**config.mk**
```make
export PLATFORM = sky130hd
export DESIGN_NAME = ps2_key_tracker_flat
export DESIGN_NICKNAME = d
export VERILOG_FILES = /design/src/rtl/ps2_key_tracker_pkg.sv /design/src/rtl/ps2_key_tracker_if.sv /design/src/rtl/ps2_key_tracker_scan_to_index.sv /design/src/rtl/ps2_key_tracker.sv /design/src/flat_wrapper.sv
export SDC_FILE = /design/constraint.sdc
export NUM_CORES = 1
export LEC_CHECK = 0
export BUFFER_PORTS_ARGS = -buffer_cell sky130_fd_sc_hd__buf_2
export CORE_ASPECT_RATIO = 1.25
export CORE_UTILIZATION = 45
export DETAILED_ROUTE_END_ITERATION = 6
export PLACE_DENSITY_LB_ADDON = 0.2
export SLEW_MARGIN = 10
export SYNTH_ARGS = -nofsm -noshare
export SYNTH_HDL_FRONTEND = slang
export SYNTH_SLANG_ARGS = --single-unit
```
**constraint.sdc**
```tcl
create_clock -name clk -period 3.82 [get_ports clk]
set_input_delay 0.191 -clock clk [delete_from_list [all_inputs] [get_ports clk]]
set_output_delay 0.191 -clock clk [all_outputs]
set_load 0.005 [all_outputs]
```
**src/rtl/ps2_key_tracker_pkg.sv**
```systemverilog
// Shared constants and types for the PS/2 Set-2 key tracker.
// Holds the note-key scan codes, the parser state type and a priority encoder.
package ps2_keys_pkg;

    localparam int NUM_KEYS = 18;

    localparam logic [7:0] SC_BREAK = 8'hF0;
    localparam logic [7:0] SC_EXT   = 8'hE0;
    localparam logic [7:0] SC_ESC   = 8'h76;

    localparam logic [7:0] SC_A     = 8'h1C;
    localparam logic [7:0] SC_W     = 8'h1D;
    localparam logic [7:0] SC_S     = 8'h1B;
    localparam logic [7:0] SC_E     = 8'h24;
    localparam logic [7:0] SC_D     = 8'h23;
    localparam logic [7:0] SC_F     = 8'h2B;
    localparam logic [7:0] SC_T     = 8'h2C;
    localparam logic [7:0] SC_G     = 8'h34;
    localparam logic [7:0] SC_Y     = 8'h35;
    localparam logic [7:0] SC_H     = 8'h33;
    localparam logic [7:0] SC_U     = 8'h3C;
    localparam logic [7:0] SC_J     = 8'h3B;
    localparam logic [7:0] SC_K     = 8'h42;
    localparam logic [7:0] SC_O     = 8'h44;
    localparam logic [7:0] SC_L     = 8'h4B;
    localparam logic [7:0] SC_P     = 8'h4D;
    localparam logic [7:0] SC_SEMI  = 8'h4C;
    localparam logic [7:0] SC_QUOTE = 8'h52;

    typedef enum logic [1:0] {
        IDLE      = 2'd0,
        BREAK     = 2'd1,
        EXT       = 2'd2,
        EXT_BREAK = 2'd3
    } state_e;

    function automatic logic [4:0] lowest_set(input logic [NUM_KEYS-1:0] v);
        logic [4:0] r;
        r = 5'd0;
        for (int i = NUM_KEYS - 1; i >= 0; i--) begin
            if (v[i]) r = i[4:0];
        end
        return r;
    endfunction

endpackage

```
**src/rtl/ps2_key_tracker_if.sv**
```systemverilog
// Bundle between the PS/2 receiver side and the tone/chord consumers.
// The master drives scan bytes; the slave (tracker) drives key state.
interface ps2_key_tracker_if;
    import ps2_keys_pkg::*;

    logic [7:0]          rx_data;
    logic                rx_valid;
    logic [NUM_KEYS-1:0] key_held;
    logic                key_event;
    logic [4:0]          event_idx;
    logic                event_make;
    logic                mono_valid;
    logic [4:0]          mono_idx;
    logic                all_off;
    logic                err_timeout;
    logic [7:0]          last_code;

    modport master (
        output rx_data, rx_valid,
        input  key_held, key_event, event_idx, event_make,
        input  mono_valid, mono_idx, all_off, err_timeout, last_code
    );

    modport slave (
        input  rx_data, rx_valid,
        output key_held, key_event, event_idx, event_make,
        output mono_valid, mono_idx, all_off, err_timeout, last_code
    );

endinterface

```
**src/rtl/ps2_key_tracker_scan_to_index.sv**
```systemverilog
// Maps a Set-2 scan code to its note-key index.
// Purely combinational so other keymap users can share it.
module ps2_scan_to_index
    import ps2_keys_pkg::*;
(
    input  logic [7:0] code,
    output logic       hit,
    output logic [4:0] idx
);

    always_comb begin
        hit = 1'b1;
        idx = 5'd0;
        case (code)
            SC_A:     idx = 5'd0;
            SC_W:     idx = 5'd1;
            SC_S:     idx = 5'd2;
            SC_E:     idx = 5'd3;
            SC_D:     idx = 5'd4;
            SC_F:     idx = 5'd5;
            SC_T:     idx = 5'd6;
            SC_G:     idx = 5'd7;
            SC_Y:     idx = 5'd8;
            SC_H:     idx = 5'd9;
            SC_U:     idx = 5'd10;
            SC_J:     idx = 5'd11;
            SC_K:     idx = 5'd12;
            SC_O:     idx = 5'd13;
            SC_L:     idx = 5'd14;
            SC_P:     idx = 5'd15;
            SC_SEMI:  idx = 5'd16;
            SC_QUOTE: idx = 5'd17;
            default:  hit = 1'b0;
        endcase
    end

endmodule

```
**src/rtl/ps2_key_tracker.sv**
```systemverilog
// Parses the PS/2 Set-2 byte stream into a polyphonic held-key bitmap,
// per-key press/release events and a mono-mode current key.
module ps2_key_tracker
    import ps2_keys_pkg::*;
#(
    parameter int         TIMEOUT_CYCLES = 2_500_000,
    parameter logic [7:0] PANIC_CODE     = SC_ESC
) (
    input  logic            clk,
    input  logic            reset,
    ps2_key_tracker_if.slave bus
);

    localparam int TW = $clog2(TIMEOUT_CYCLES) + 1;
    localparam logic [TW-1:0] TMO_LAST = TW'(TIMEOUT_CYCLES - 1);

    state_e              state, state_n;
    logic [TW-1:0]       timer;
    logic [NUM_KEYS-1:0] held, held_n;
    logic [4:0]          newest, newest_n;
    logic                newest_ok, newest_ok_n;
    logic                ev, ev_n;
    logic [4:0]          ev_idx, ev_idx_n;
    logic                ev_make, ev_make_n;
    logic                off, off_n;
    logic                tmo, tmo_n;
    logic [4:0]          mono, mono_n;
    logic [7:0]          code;
    logic                hit;
    logic [4:0]          idx;

    ps2_scan_to_index u_map (
        .code (bus.rx_data),
        .hit  (hit),
        .idx  (idx)
    );

    always_comb begin
        state_n     = state;
        held_n      = held;
        newest_n    = newest;
        newest_ok_n = newest_ok;
        ev_n        = 1'b0;
        ev_idx_n    = ev_idx;
        ev_make_n   = ev_make;
        off_n       = 1'b0;
        tmo_n       = 1'b0;
        if (bus.rx_valid) begin
            if (bus.rx_data == SC_EXT) begin
                state_n = EXT;
            end else if (bus.rx_data == SC_BREAK) begin
                state_n = (state == EXT || state == EXT_BREAK) ? EXT_BREAK : BREAK;
            end else begin
                state_n = IDLE;
                if (state == IDLE) begin
                    if (bus.rx_data == PANIC_CODE) begin
                        held_n = '0;
                        off_n  = 1'b1;
                    end else if (hit && !held[idx]) begin
                        held_n[idx] = 1'b1;
                        ev_n        = 1'b1;
                        ev_idx_n    = idx;
                        ev_make_n   = 1'b1;
                        newest_n    = idx;
                        newest_ok_n = 1'b1;
                    end
                end else if (state == BREAK) begin
                    if (hit && held[idx]) begin
                        held_n[idx] = 1'b0;
                        ev_n        = 1'b1;
                        ev_idx_n    = idx;
                        ev_make_n   = 1'b0;
                    end
                end
            end
        end else if (state != IDLE && timer == TMO_LAST) begin
            state_n = IDLE;
            tmo_n   = 1'b1;
        end
        // a released newest key falls back to the lowest held key
        if (newest_ok_n && held_n[newest_n]) mono_n = newest_n;
        else                                 mono_n = lowest_set(held_n);
    end

    always_ff @(posedge clk) begin
        if (reset) begin
            state     <= IDLE;
            timer     <= '0;
            held      <= '0;
            newest    <= 5'd0;
            newest_ok <= 1'b0;
            ev        <= 1'b0;
            ev_idx    <= 5'd0;
            ev_make   <= 1'b0;
            off       <= 1'b0;
            tmo       <= 1'b0;
            mono      <= 5'd0;
            code      <= 8'd0;
        end else begin
            state     <= state_n;
            held      <= held_n;
            newest    <= newest_n;
            newest_ok <= newest_ok_n;
            ev        <= ev_n;
            ev_idx    <= ev_idx_n;
            ev_make   <= ev_make_n;
            off       <= off_n;
            tmo       <= tmo_n;
            mono      <= mono_n;
            if (bus.rx_valid) code <= bus.rx_data;
            if (bus.rx_valid || state == IDLE) timer <= '0;
            else                               timer <= timer + 1'b1;
        end
    end

    assign bus.key_held    = held;
    assign bus.key_event   = ev;
    assign bus.event_idx   = ev_idx;
    assign bus.event_make  = ev_make;
    assign bus.mono_valid  = |held;
    assign bus.mono_idx    = mono;
    assign bus.all_off     = off;
    assign bus.err_timeout = tmo;
    assign bus.last_code   = code;

endmodule

```
**src/flat_wrapper.sv**
```systemverilog
// flat-port wrapper written by rule: the top's interface ports become plain ports
module ps2_key_tracker_flat import ps2_keys_pkg::*;
#(
    parameter int         TIMEOUT_CYCLES = 2_500_000,
    parameter logic [7:0] PANIC_CODE     = SC_ESC
)
  (clk, reset, bus_rx_data, bus_rx_valid, bus_key_held, bus_key_event, bus_event_idx, bus_event_make, bus_mono_valid, bus_mono_idx, bus_all_off, bus_err_timeout, bus_last_code);
  ps2_key_tracker_if bus_i ();
  input  logic clk;
  input  logic reset;
  input wire logic [$bits(bus_i.rx_data)-1:0] bus_rx_data;
  input wire logic [$bits(bus_i.rx_valid)-1:0] bus_rx_valid;
  output wire logic [$bits(bus_i.key_held)-1:0] bus_key_held;
  output wire logic [$bits(bus_i.key_event)-1:0] bus_key_event;
  output wire logic [$bits(bus_i.event_idx)-1:0] bus_event_idx;
  output wire logic [$bits(bus_i.event_make)-1:0] bus_event_make;
  output wire logic [$bits(bus_i.mono_valid)-1:0] bus_mono_valid;
  output wire logic [$bits(bus_i.mono_idx)-1:0] bus_mono_idx;
  output wire logic [$bits(bus_i.all_off)-1:0] bus_all_off;
  output wire logic [$bits(bus_i.err_timeout)-1:0] bus_err_timeout;
  output wire logic [$bits(bus_i.last_code)-1:0] bus_last_code;
  assign bus_i.rx_data = bus_rx_data;
  assign bus_i.rx_valid = bus_rx_valid;
  assign bus_key_held = bus_i.key_held;
  assign bus_key_event = bus_i.key_event;
  assign bus_event_idx = bus_i.event_idx;
  assign bus_event_make = bus_i.event_make;
  assign bus_mono_valid = bus_i.mono_valid;
  assign bus_mono_idx = bus_i.mono_idx;
  assign bus_all_off = bus_i.all_off;
  assign bus_err_timeout = bus_i.err_timeout;
  assign bus_last_code = bus_i.last_code;
  ps2_key_tracker #(.TIMEOUT_CYCLES(TIMEOUT_CYCLES), .PANIC_CODE(PANIC_CODE)) u_core (.clk(clk), .reset(reset), .bus(bus_i));
endmodule
```
==> metrics.md, run 1 <==
| Metric | Value |
|---|---|
| Top area cells in the synthesized netlist | dfxtp_1, nor2_1, nand2_1 |
| Gp weighted congestion | 0.957 |
| Yosys warns | 0 |
| Global route hottest layer | met2 |
| Max-Cap Viols | 0 |
| Crit-path cells | buf_2, buf_4, and3b_1, o21ai_4, a221oi_1, o311ai_1, o2111ai_1, or4_4, buf_4, or2_4, o311ai_4, o311ai_4, a221oi_2, a211oi_2, o41a_1, o32ai_1 |
| Slew @ Worst Pin | 0.850 ns |
| DP Wirelength | 12800 um |
| Post-CTS Hold Buffers | 0 |
| Crit end category | flip-flop |
| Top-area cell type share of the netlist area | 31.7% |
| Syn_nets | 582 |
| Synth Area in Simple Gates | about a third |
| DP Area | around 5700 um2 |
| Residual DRC | 0 |
| Post-synth top cells | nor2_1, dfxtp_1, nand2_1, o21ai_0, nand3_1 |
| Global Route met1 Usage | 38.2% |
| Yosys reg bits | 71 |
| Core area | 9660 um2 |
| Cells after Synth | 570 |
| Mux cell area share after synthesis | 5.22% |
| Post-Place Setup Slack | -0.409 ns |
| Post-Synth XOR/XNOR Area | 4.30% |
| Skew final | 0.0108 ns |
| Largest net degree at the start of global routing | 47 |
| Vias per cell | between 5 and 6 |
| Post-synth top flop | dfxtp_1 |
| # rows | 40 |
| Max Clock Freq | approximately 0.26 GHz |
| Clk root buf | clkbuf_16 |
| Antenna cells | 0 |
| Pwr/cell area | 280 nW/um2 |
| Final non-filler cell total | approximately 860 |
| FILL cells | between 800 and 900 |
| Dpl cells | 841 |
| WL/cell | 19.1 um |
| DIE WIDTH | between 90 and 100 um |
| Largest stage delay, worst path | around 0.48 ns |
| Grt ovf | 0 |
| Worst R2R Start | u_core.bus.key_held[6] |
| H-tree Lvls | 3 |
| Starting DRT DRC Count | 323 |
| GR Util met2 | 56.7% |
| Die Ht | 114 um |
| Netlist cell types | 87 |
| I/O Pins | 52 |
| Asr flop ratio synth | 0% |
| Fin crit period | 3.79 ns |
| Slowest cell on crit path | or4_4 |
| Global-route wire length before repair | 25400 um |
| Final-report setup violation count | 0 |
| Clock-pin slew on the worst setup and hold paths | 0.06 ns |
| Vias post-DR | slightly above 5000 |
| LEAKAGE | 0.00268 uW |
| Power Total | 1760 uW |
| Fin nets | 745 |
| Worst Hold Path Cells | 4 |
| Total track usage | 31.8% |
| Unrepaired setup endpoints after global routing | true |
| Hold path start | bus_rx_data[5] |
| Peak VDD IR | 0.000236 V |
| Crit Path Max Fanout | 7 |
| Status | finished clean |
| Seq/Total Area, Yosys | 31.7% |
| Netlist Area Pre-Place | 4480 um2 |
| Post-synth EDFFs | 0 |
| Final setup margin | 0.0251 ns |
| DR pass1 iterations | 5 |
| Worst min path class | primary input to flip-flop |
| Vias in the first global route | a little under 5000 |
| Slew Limit Fails | 0 |
| Finished Cell Area | 6290 um2 |
| CP Data Required Time | slightly above 4 ns |
| Clock tree buffer depth | 2 |
| CTS tree | yes |
| Compound-Gate Fraction of Synth Area | 22.0% |
| Initial antenna violation count | 0 |
| Area leader, netlist | dfxtp_1 |
| Starting density of the core | between 40% and 50% |
| Clock sink count | 71 |
| Crit path from | bus_rx_data[1] |
| Fin crit share | 99.3% |
| Critical Path AT | 4.04 ns |
| Crit Path Class | primary input to flip-flop |
| Area grow syn2layout | 40.4% |
| Die Area | 10400 um2 |
| Most common cell in the netlist | nor2_1 |
| Antenna viol nets, final | 0 |
| Startpoint Class | primary input |
| Hold Vio Cnt, Final | 0 |
| Met3 Use GR | 4.73% |
| Main combinational cell family by area after synthesis | simple AND/OR/NAND/NOR gates |
| Final WL | 16500 um |
| Worst-Skew Late Latency | 0.34 ns |
| # port buffers | 51 |
| Worst slew margin | 43.3% |
| CTS buffer count | 9 |
| Share of layout cells above drive strength 1 | around a third |
| Synth Area in Adders | 0.279% |
| Synth Area per Inst | approximately 8 um2 |
| Cells on worst reg2reg path | 12 |
[layout make-up]
| class | instances | area, um2 | share of cell area, % |
|---|---|---|---|
| Inverter | 7 | 26.3 | 0.418 |
| Tap cell | 126 | 158 | 2.51 |
| Clock inverter | 7 | 48.8 | 0.776 |
| Sequential cell | 71 | 1420 | 22.6 |
| Clock buffer | 9 | 225 | 3.58 |
| Multi-Input combinational cell | 459 | 3100 | 49.4 |
| Timing Repair Buffer | 185 | 1310 | 20.8 |
[per-stage QoR]
step,hold WS (ns),setup TNS (ns),util [%]
final,0.269,0,65.1
after global routing,0.283,-0.367,65.1
after CTS,0.259,0,62.6
after detailed placement,0.433,-1.74,59.5
after global placement,0.427,-1.32,59.5
after floorplan,0.413,-0.116,-
[critical path: cells and delay by family]
family	cells	cell delay [ns]
and+or+nand+nor	3	1.02
AOI/OAI and AO/OA	10	2.32
buffers and inverters	3	0.49
[kinds of logic (layout without fill, tap and decap cells)]
family	count (synthesis)	count (layout)
AND/OR/NAND/NOR	279	280
AO/OA/AOI/OAI	133	133
flip-flops	71	71
buffers and inverters	41	208
multiplexers	23	23
XOR/XNOR	22	22
adder cells (fa/ha/maj)	1	1
[timing repair]
action,in CTS,in global routing
resized for setup,5,37
cloned,0,2
endpoints found under the setup margin,4,5
hold endpoints to repair,0,0
pin swaps,3,4
setup buffers,1,4
[cell usage in the layout (no fill, tap or decap), drive strengths merged, types with 6 or more instances in the layout]
master  instances
a211oi          6
a21oi          16
and3            9
buf           184
clkbuf         10
dfxtp          71
inv             8
mux2i          20
nand2          61
nand2b          9
nand3          24
nand4          13
nor2           90
nor2b           9
nor3           11
nor4            9
nor4b           7
o21a            9
o21ai          32
o31ai           9
or2             6
or4             6
xor2           17
[path summary, 6_finish.rpt]
path         slack (ns)                       to
min reg2reg        0.44          u_core.timer[0]
max reg2reg        0.22   u_core.bus.mono_idx[2]
min                0.27  u_core.bus.last_code[5]
max                0.03   u_core.bus.mono_idx[2]
[per-layer routing]
metal / up-vias / part of all wire (%)
met3: 33 / 5.6
met5: - / 0
met1: 2407 / 42
li1: 2411 / -
met4: 0 / 3.3
met2: 188 / 49
[flip-flops by register name, indices dropped and copies added (netlist names)]
name,count
u_core.bus.key_event,1
u_core.state,2
u_core.bus.err_timeout,1
u_core.bus.all_off,1
u_core.newest,5
u_core.timer,23
u_core.bus.mono_idx,5
u_core.bus.last_code,8
u_core.bus.key_held,18
u_core.bus.event_idx,5
u_core.bus.event_make,1
u_core.newest_ok,1
[power breakdown]
part / leakage, uW / internal [uW] / switching (uW)
sequential: 0.000574 / 751 / 6.04
clock: 0.000136 / 440 / 338
combinational: 0.00197 / 106 / 123
total: 0.00268 / 1300 / 467
Power figures use the tool's default switching activity.
==> run 2: changes to the inputs <==
Settings changed: CORE_ASPECT_RATIO 1.25 to 1.1.
==> run 2 against run 1 <==
The flow now finishes with violations (design-rule violations). Final area increased by 0.74%. Wire length down 0.62%. Worst hold slack lost 0.015 ns. Register-to-register slack better by 0.12 ns. Critical path type unchanged. Largest cell class unchanged. Largest power group is now sequential cells. Highest routed layer unchanged.
==> metrics.md, run 2 (synthesis gave the netlist of run 1 again) <==
| Metric | Value |
|---|---|
| Status | finished with violations (was finished clean) |
| Failing checks | design-rule violations |
| Worst min path class | primary input to flip-flop (unchanged) |
| Switching Share | 27.9% (was 26.5%) |
| Area grow syn2layout | 41.4% (was 40.4%) |
| Register area | 1420 um2 (unchanged) |
| Max Clock Freq | 0.264 GHz (about the same) |
| CTS buffer count | 9 (unchanged) |
| Biggest register | u_core.timer (unchanged) |
| Worst R2R Start | u_core.bus.key_held[7] (was u_core.bus.key_held[6]) |
| Final-report setup violation count | 0 (unchanged) |
| FILL cells | 815 (was 856) |
| Slew @ Worst Pin | 0.844 ns (was 0.850 ns) |
| DIE WIDTH | 97.1 um (was 91.2 um) |
| Max FFs per register | 23 (unchanged) |
| Clock-pin slew on the worst setup and hold paths | 0.08 ns (was 0.06 ns) |
| Residual DRC | 2 (was 0) |
| # rows | 37 (was 40) |
| Unrepaired setup endpoints after global routing | true (unchanged) |
| Pwr/cell area | 255 nW/um2 (was 280 nW/um2) |
| Clk root buf | clkbuf_8 (was clkbuf_16) |
| Post-Place Setup Slack | -0.344 ns (was -0.409 ns) |
| H-tree Lvls | 3 (unchanged) |
| Internal power | 1170 uW (was 1300 uW) |
| Vias in the first global route | 4831 (was 4806) |
| Peak VDD IR | 0.000239 V (was 0.000236 V) |
| Fin crit period | 3.78 ns (was 3.79 ns) |
| Starting DRT DRC Count | 387 (was 323) |
| Vias per cell | 5.98 (was 5.83) |
| Clock tree buffer depth | 2 (unchanged) |
| Fin nets | 752 (was 745) |
| Clock power frac | 38.4% (was 44.1%) |
| Hold Vio Cnt, Final | 0 (unchanged) |
| Power Total | 1620 uW (was 1760 uW) |
| Psw | 451 uW (was 467 uW) |
| Final setup margin | 0.0389 ns (was 0.0251 ns) |
| Startpoint Class | primary input (unchanged) |
| Share of layout cells above drive strength 1 | 35.8% (was 35.1%) |
| Commonest non-fill, non-tap cells in the layout | buf_4, nor2_1, dfxtp_1 (unchanged) |
| Most common cell after layout, fill and taps aside | buf_4 (unchanged) |
| Die Area | 10400 um2 (about the same) |
| Skew final | 0.00969 ns (was 0.0108 ns) |
| Seq pwr share | 46.7% (was 42.9%) |
| CP Data Required Time | 4.09 ns (was 4.06 ns) |
| Hold path start | bus_rx_valid (was bus_rx_data[5]) |
| Final WL | 16400 um (was 16500 um) |
| CTS tree | yes (unchanged) |
| Core area | 9490 um2 (was 9660 um2) |
| Antenna viol nets, final | 0 (unchanged) |
| WL/cell | 19.0 um (was 19.1 um) |
| Crit Path Max Fanout | 8 (was 7) |
| Global-route wire length before repair | 25100 um (was 25400 um) |
| Slew Limit Fails | 0 (unchanged) |
| Crit Path Class | primary input to flip-flop (unchanged) |
| Worst slew margin | 43.7% (was 43.3%) |
| Gp weighted congestion | 1.02 (was 0.957) |
| Area of the multi-input gates | 3130 um2 (was 3100 um2) |
| Final hold slack | 0.254 ns (was 0.269 ns) |
| Largest net degree at the start of global routing | 47 (unchanged) |
| DR pass1 iterations | 7 (was 5) |
| Critical Path AT | 4.05 ns (was 4.04 ns) |
| Worst-Skew Late Latency | 0.36 ns (was 0.34 ns) |
| DP Wirelength | 12100 um (was 12800 um) |
| Vias post-DR | 5157 (was 5039) |
| Crit path from | bus_rx_data[7] (was bus_rx_data[1]) |
| Total track usage | 30.9% (was 31.8%) |
| Combinational share of power | 14.9% (was 13.0%) |
| Antenna cells | 0 (unchanged) |
| Clock sink count | 71 (unchanged) |
| Initial antenna violation count | 0 (unchanged) |
| Crit end category | flip-flop (unchanged) |
| Die Ht | 107 um (was 114 um) |
| I/O Pins | 52 (unchanged) |
| LEAKAGE | 0.00269 uW (was 0.00268 uW) |
| Fin crit share | 99.0% (was 99.3%) |
| # port buffers | 51 (unchanged) |
| Grt ovf | 0 (unchanged) |
| Starting density of the core | 47.2% (was 46.4%) |
| Max-Cap Viols | 0 (unchanged) |
run 2: changes by cell type in the layout (fill, tap and decap cells not counted), sizes merged:
cell / before / now
bufinv: 0 / 1
clkinvlp: 1 / 2
buf: 184 / 191
clkinv: 5 / 3
run 2: timing repair:
item	4_1_cts	5_1_grt
endpoints found under the setup margin	1	5
pin swaps	0	16
gates cloned	0	2
hold buffers	0	0
endpoints found under the hold margin	0	0
buffers inserted	0	12
resized for setup	1	60
run 2: path summary, 6_finish.rpt:
kind                       endpoint  slack, ns  cells after the start
max          u_core.bus.mono_idx[0]       0.04                     18
min          u_core.bus.err_timeout       0.25                      3
max reg2reg  u_core.bus.mono_idx[0]       0.34                     12
min reg2reg         u_core.timer[0]       0.47                      1
run 2: cell type report:
type / count / share of cell area, %
multi-input cells: 459 / 49.4
repair buffers: 192 / 22.4
inverters: 7 / 0.415
clock buffers: 9 / 1.96
flip-flops and latches: 71 / 22.4
well taps: 117 / 2.31
clock inverters: 7 / 1.15
run 2: power groups by stage:
| stage | combinational, uW | clock (uW) | sequential, uW |
|---|---|---|---|
| after floorplan | 111 | 0 | 773 |
| after global placement | 202 | 0 | 772 |
| after detailed placement | 202 | 0 | 773 |
| after CTS | 204 | 630 | 755 |
| after global routing | 256 | 662 | 757 |
| final | 241 | 620 | 755 |
run 2: critical path, cell delays in order:
cell	delay (ns)
buf_6	0.09
buf_6	0.11
buf_6	0.12
nor4b_4	0.27
nand4_1	0.24
nand2_2	0.16
mux2i_1	0.08
a31o_1	0.19
or4_4	0.58
o21ai_4	0.29
buf_6	0.20
buf_6	0.11
mux2i_4	0.26
o2111ai_2	0.14
o211ai_1	0.22
a211oi_2	0.08
o41a_1	0.43
o32ai_2	0.28
run 2: layer usage:
metal / global-route usage [%] / wire [um]
met4: 14.2 / 643
met5: 0 / 0
met3: 5.61 / 1050
met2: 49.9 / 7500
met1: 40.0 / 7190
run 2: through the flow:
step	util [%]	instances	cell area (um2)	TNS (ns)
2_1_floorplan	-	570	4550	-0.116
3_3_place_gp	60.6	832	5750	-1.25
3_5_place_dp	60.6	832	5750	-1.51
4_1_cts	62.7	848	5950	0
5_1_grt	66.8	862	6330	-0.542
6_report	66.8	862	6330	0
==> run 3: changes to the inputs <==
Settings changed: CORE_ASPECT_RATIO 1.1 to default.
==> run 3 against run 2 <==
The run now ends clean. Total power rose by 3.4%. Final area grew 0.28%. First-iteration DRC count rose by 55%. Cell count grew 0.93%. Worst hold slack better by 0.0090 ns. Clock power rose by 10%. Via count decreased by 0.19%. Register-to-register slack got worse by 0.09 ns. Die area about the same. Largest power group unchanged.
==> metrics.md, run 3 (synthesis gave the netlist of run 1 again) <==
| Metric | Value |
|---|---|
| Status | finished clean (was finished with violations) |
| Commonest non-fill, non-tap cells in the layout | buf_4, nor2_1, dfxtp_1 (unchanged) |
| Share of layout cells above drive strength 1 | 35.4% (was 35.8%) |
| DIE WIDTH | 102 um (was 97.1 um) |
| FILL cells | 885 (was 815) |
| Worst-Skew Late Latency | 0.35 ns (was 0.36 ns) |
| Final hold slack | 0.263 ns (was 0.254 ns) |
| Die Ht | 102 um (was 107 um) |
| Max Clock Freq | 0.268 GHz (was 0.264 GHz) |
| Post-CTS Hold Buffers | 0 (unchanged) |
| Worst slew margin | 41.4% (was 43.7%) |
| Grt ovf | 0 (unchanged) |
| Fin crit period | 3.73 ns (was 3.78 ns) |
| Global-route wire length before repair | 24100 um (was 25100 um) |
| CP Data Required Time | 4.07 ns (was 4.09 ns) |
| Gp weighted congestion | 0.982 (was 1.02) |
| Vias per cell | 5.92 (was 5.98) |
| Clock tree buffer depth | 2 (unchanged) |
| DP Area | 5760 um2 (was 5750 um2) |
| # rows | 36 (was 37) |
| Final non-filler cell total | 870 (was 862) |
| Setup TNS | 0 ns (unchanged) |
| Vias post-DR | 5147 (was 5157) |
| Clock sink count | 71 (unchanged) |
| DR pass1 iterations | 5 (was 7) |
| Total track usage | 30.8% (was 30.9%) |
| Global Route met1 Usage | 44.7% (was 40.0%) |
| Startpoint Class | primary input (unchanged) |
| Antenna cells | 0 (unchanged) |
| Antenna viol nets, final | 0 (unchanged) |
| Max FFs per register | 23 (unchanged) |
| Peak VDD IR | 0.000156 V (was 0.000239 V) |
| Starting density of the core | 46.0% (was 47.2%) |
| Fin crit share | 97.7% (was 99.0%) |
| Worst min path class | primary input to flip-flop (unchanged) |
| Core area | 9730 um2 (was 9490 um2) |
| Unrepaired setup endpoints after global routing | true (unchanged) |
| WL/cell | 18.8 um (was 19.0 um) |
| Residual DRC | 0 (was 2) |
| Crit Path Class | primary input to flip-flop (unchanged) |
| Crit end category | flip-flop (unchanged) |
| Die Area | 10400 um2 (about the same) |
| Slew Limit Fails | 0 (unchanged) |
| Largest net degree at the start of global routing | 47 (unchanged) |
| Finished Cell Area | 6350 um2 (was 6330 um2) |
| Max-Cap Viols | 0 (unchanged) |
| Fin nets | 745 (was 752) |
| DP Wirelength | 12100 um (about the same) |
| Biggest register | u_core.timer (unchanged) |
| CTS tree | yes (unchanged) |
| Post-Route Utilization | 65.3% (was 66.8%) |
| Pwr/cell area | 263 nW/um2 (was 255 nW/um2) |
| Starting DRT DRC Count | 600 (was 387) |
| Most common cell after layout, fill and taps aside | buf_4 (unchanged) |
| Clk root buf | clkbuf_8 (unchanged) |
| GR Util met2 | 46.9% (was 49.9%) |
| Final-report setup violation count | 0 (unchanged) |
| LEAKAGE | 0.00271 uW (was 0.00269 uW) |
| I/O Pins | 52 (unchanged) |
| CTS buffer count | 9 (unchanged) |
| Initial antenna violation count | 0 (unchanged) |
| H-tree Lvls | 3 (unchanged) |
| Final WL | 16300 um (was 16400 um) |
| Slew @ Worst Pin | 0.879 ns (was 0.844 ns) |
| Clock-pin slew on the worst setup and hold paths | 0.08 ns (about the same) |
| Crit Path Max Fanout | 7 (was 8) |
| Global route hottest layer | met2 (unchanged) |
| Vias in the first global route | 4526 (was 4831) |
| Critical Path AT | 3.99 ns (was 4.05 ns) |
| Hold Vio Cnt, Final | 0 (unchanged) |
| # port buffers | 51 (unchanged) |
| Met3 Use GR | 4.83% (was 5.61%) |
| Dpl cells | 847 (was 832) |
| Area grow syn2layout | 41.8% (was 41.4%) |
| Skew final | 0.0121 ns (was 0.00969 ns) |
## run 3: cell types whose count changed in the layout (fill, tap and decap cells not counted), moves of 2 or more
cell        before  now
nor2_2           2    0
buf_4          131  122
clkinvlp_4       2    0
nor2_1          88   90
o32ai_2          3    1
o32ai_1          0    2
## run 3: final cells by class
type	count	area (um2)	share of cell area [%]
clock buffer	10	138	2.17
clock inverter	5	82.6	1.30
inverter	7	26.3	0.414
multi-input combinational	459	3160	49.8
sequential	71	1420	22.4
tap	133	166	2.62
timing repair buffer	185	1360	21.4
## run 3: path summary, 6_finish.rpt
kind	slack, ns	depth (start not counted)	endpoint	start
min	0.26	2	u_core.bus.err_timeout	bus_rx_valid
min reg2reg	0.44	1	u_core.timer[0]	u_core.timer[0]
max	0.09	15	u_core.bus.mono_idx[1]	bus_rx_data[0]
max reg2reg	0.25	12	u_core.bus.mono_idx[1]	u_core.bus.key_held[6]
## run 3: power breakdown
group          internal, uW  leakage (uW)  switching, uW
logic                   109       0.00202            125
registers               750      0.000574           6.02
clock network           383      0.000112            298
total                  1240       0.00271            429
## run 3: metrics by stage
step,worst slack (ns),total power [uW]
floorplan,-0.0556,884
global route,-0.0434,1730
CTS,0.0115,1660
detailed placement,-0.440,977
global placement,-0.346,976
finish,0.0864,1670
## run 3: layer usage
| layer | wire [um] | up-vias |
|---|---|---|
| met3 | 1360 | 32 |
| met1 | 7440 | 2465 |
| met5 | 0 | - |
| met2 | 7160 | 230 |
| li1 | - | 2420 |
| met4 | 359 | 0 |
## run 3: worst max-delay path: stages
cell,delay (ns)
buf_12,0.11
buf_6,0.11
or4b_4,0.56
a21oi_4,0.20
o21ai_1,0.09
a2111o_1,0.41
a221o_2,0.42
buf_6,0.14
or2_4,0.29
a32o_2,0.25
or2_1,0.23
a32oi_2,0.22
a211oi_2,0.11
o41a_1,0.40
o32ai_1,0.25
## run 3: timing repair
action / 4_1_cts / 5_1_grt
setup buffers: 0 / 7
gates resized for setup: 3 / 64
pin swaps: 0 / 13
endpoints found under the setup margin: 4 / 5
cloned: 0 / 1
hold endpoints to repair: 0 / 0
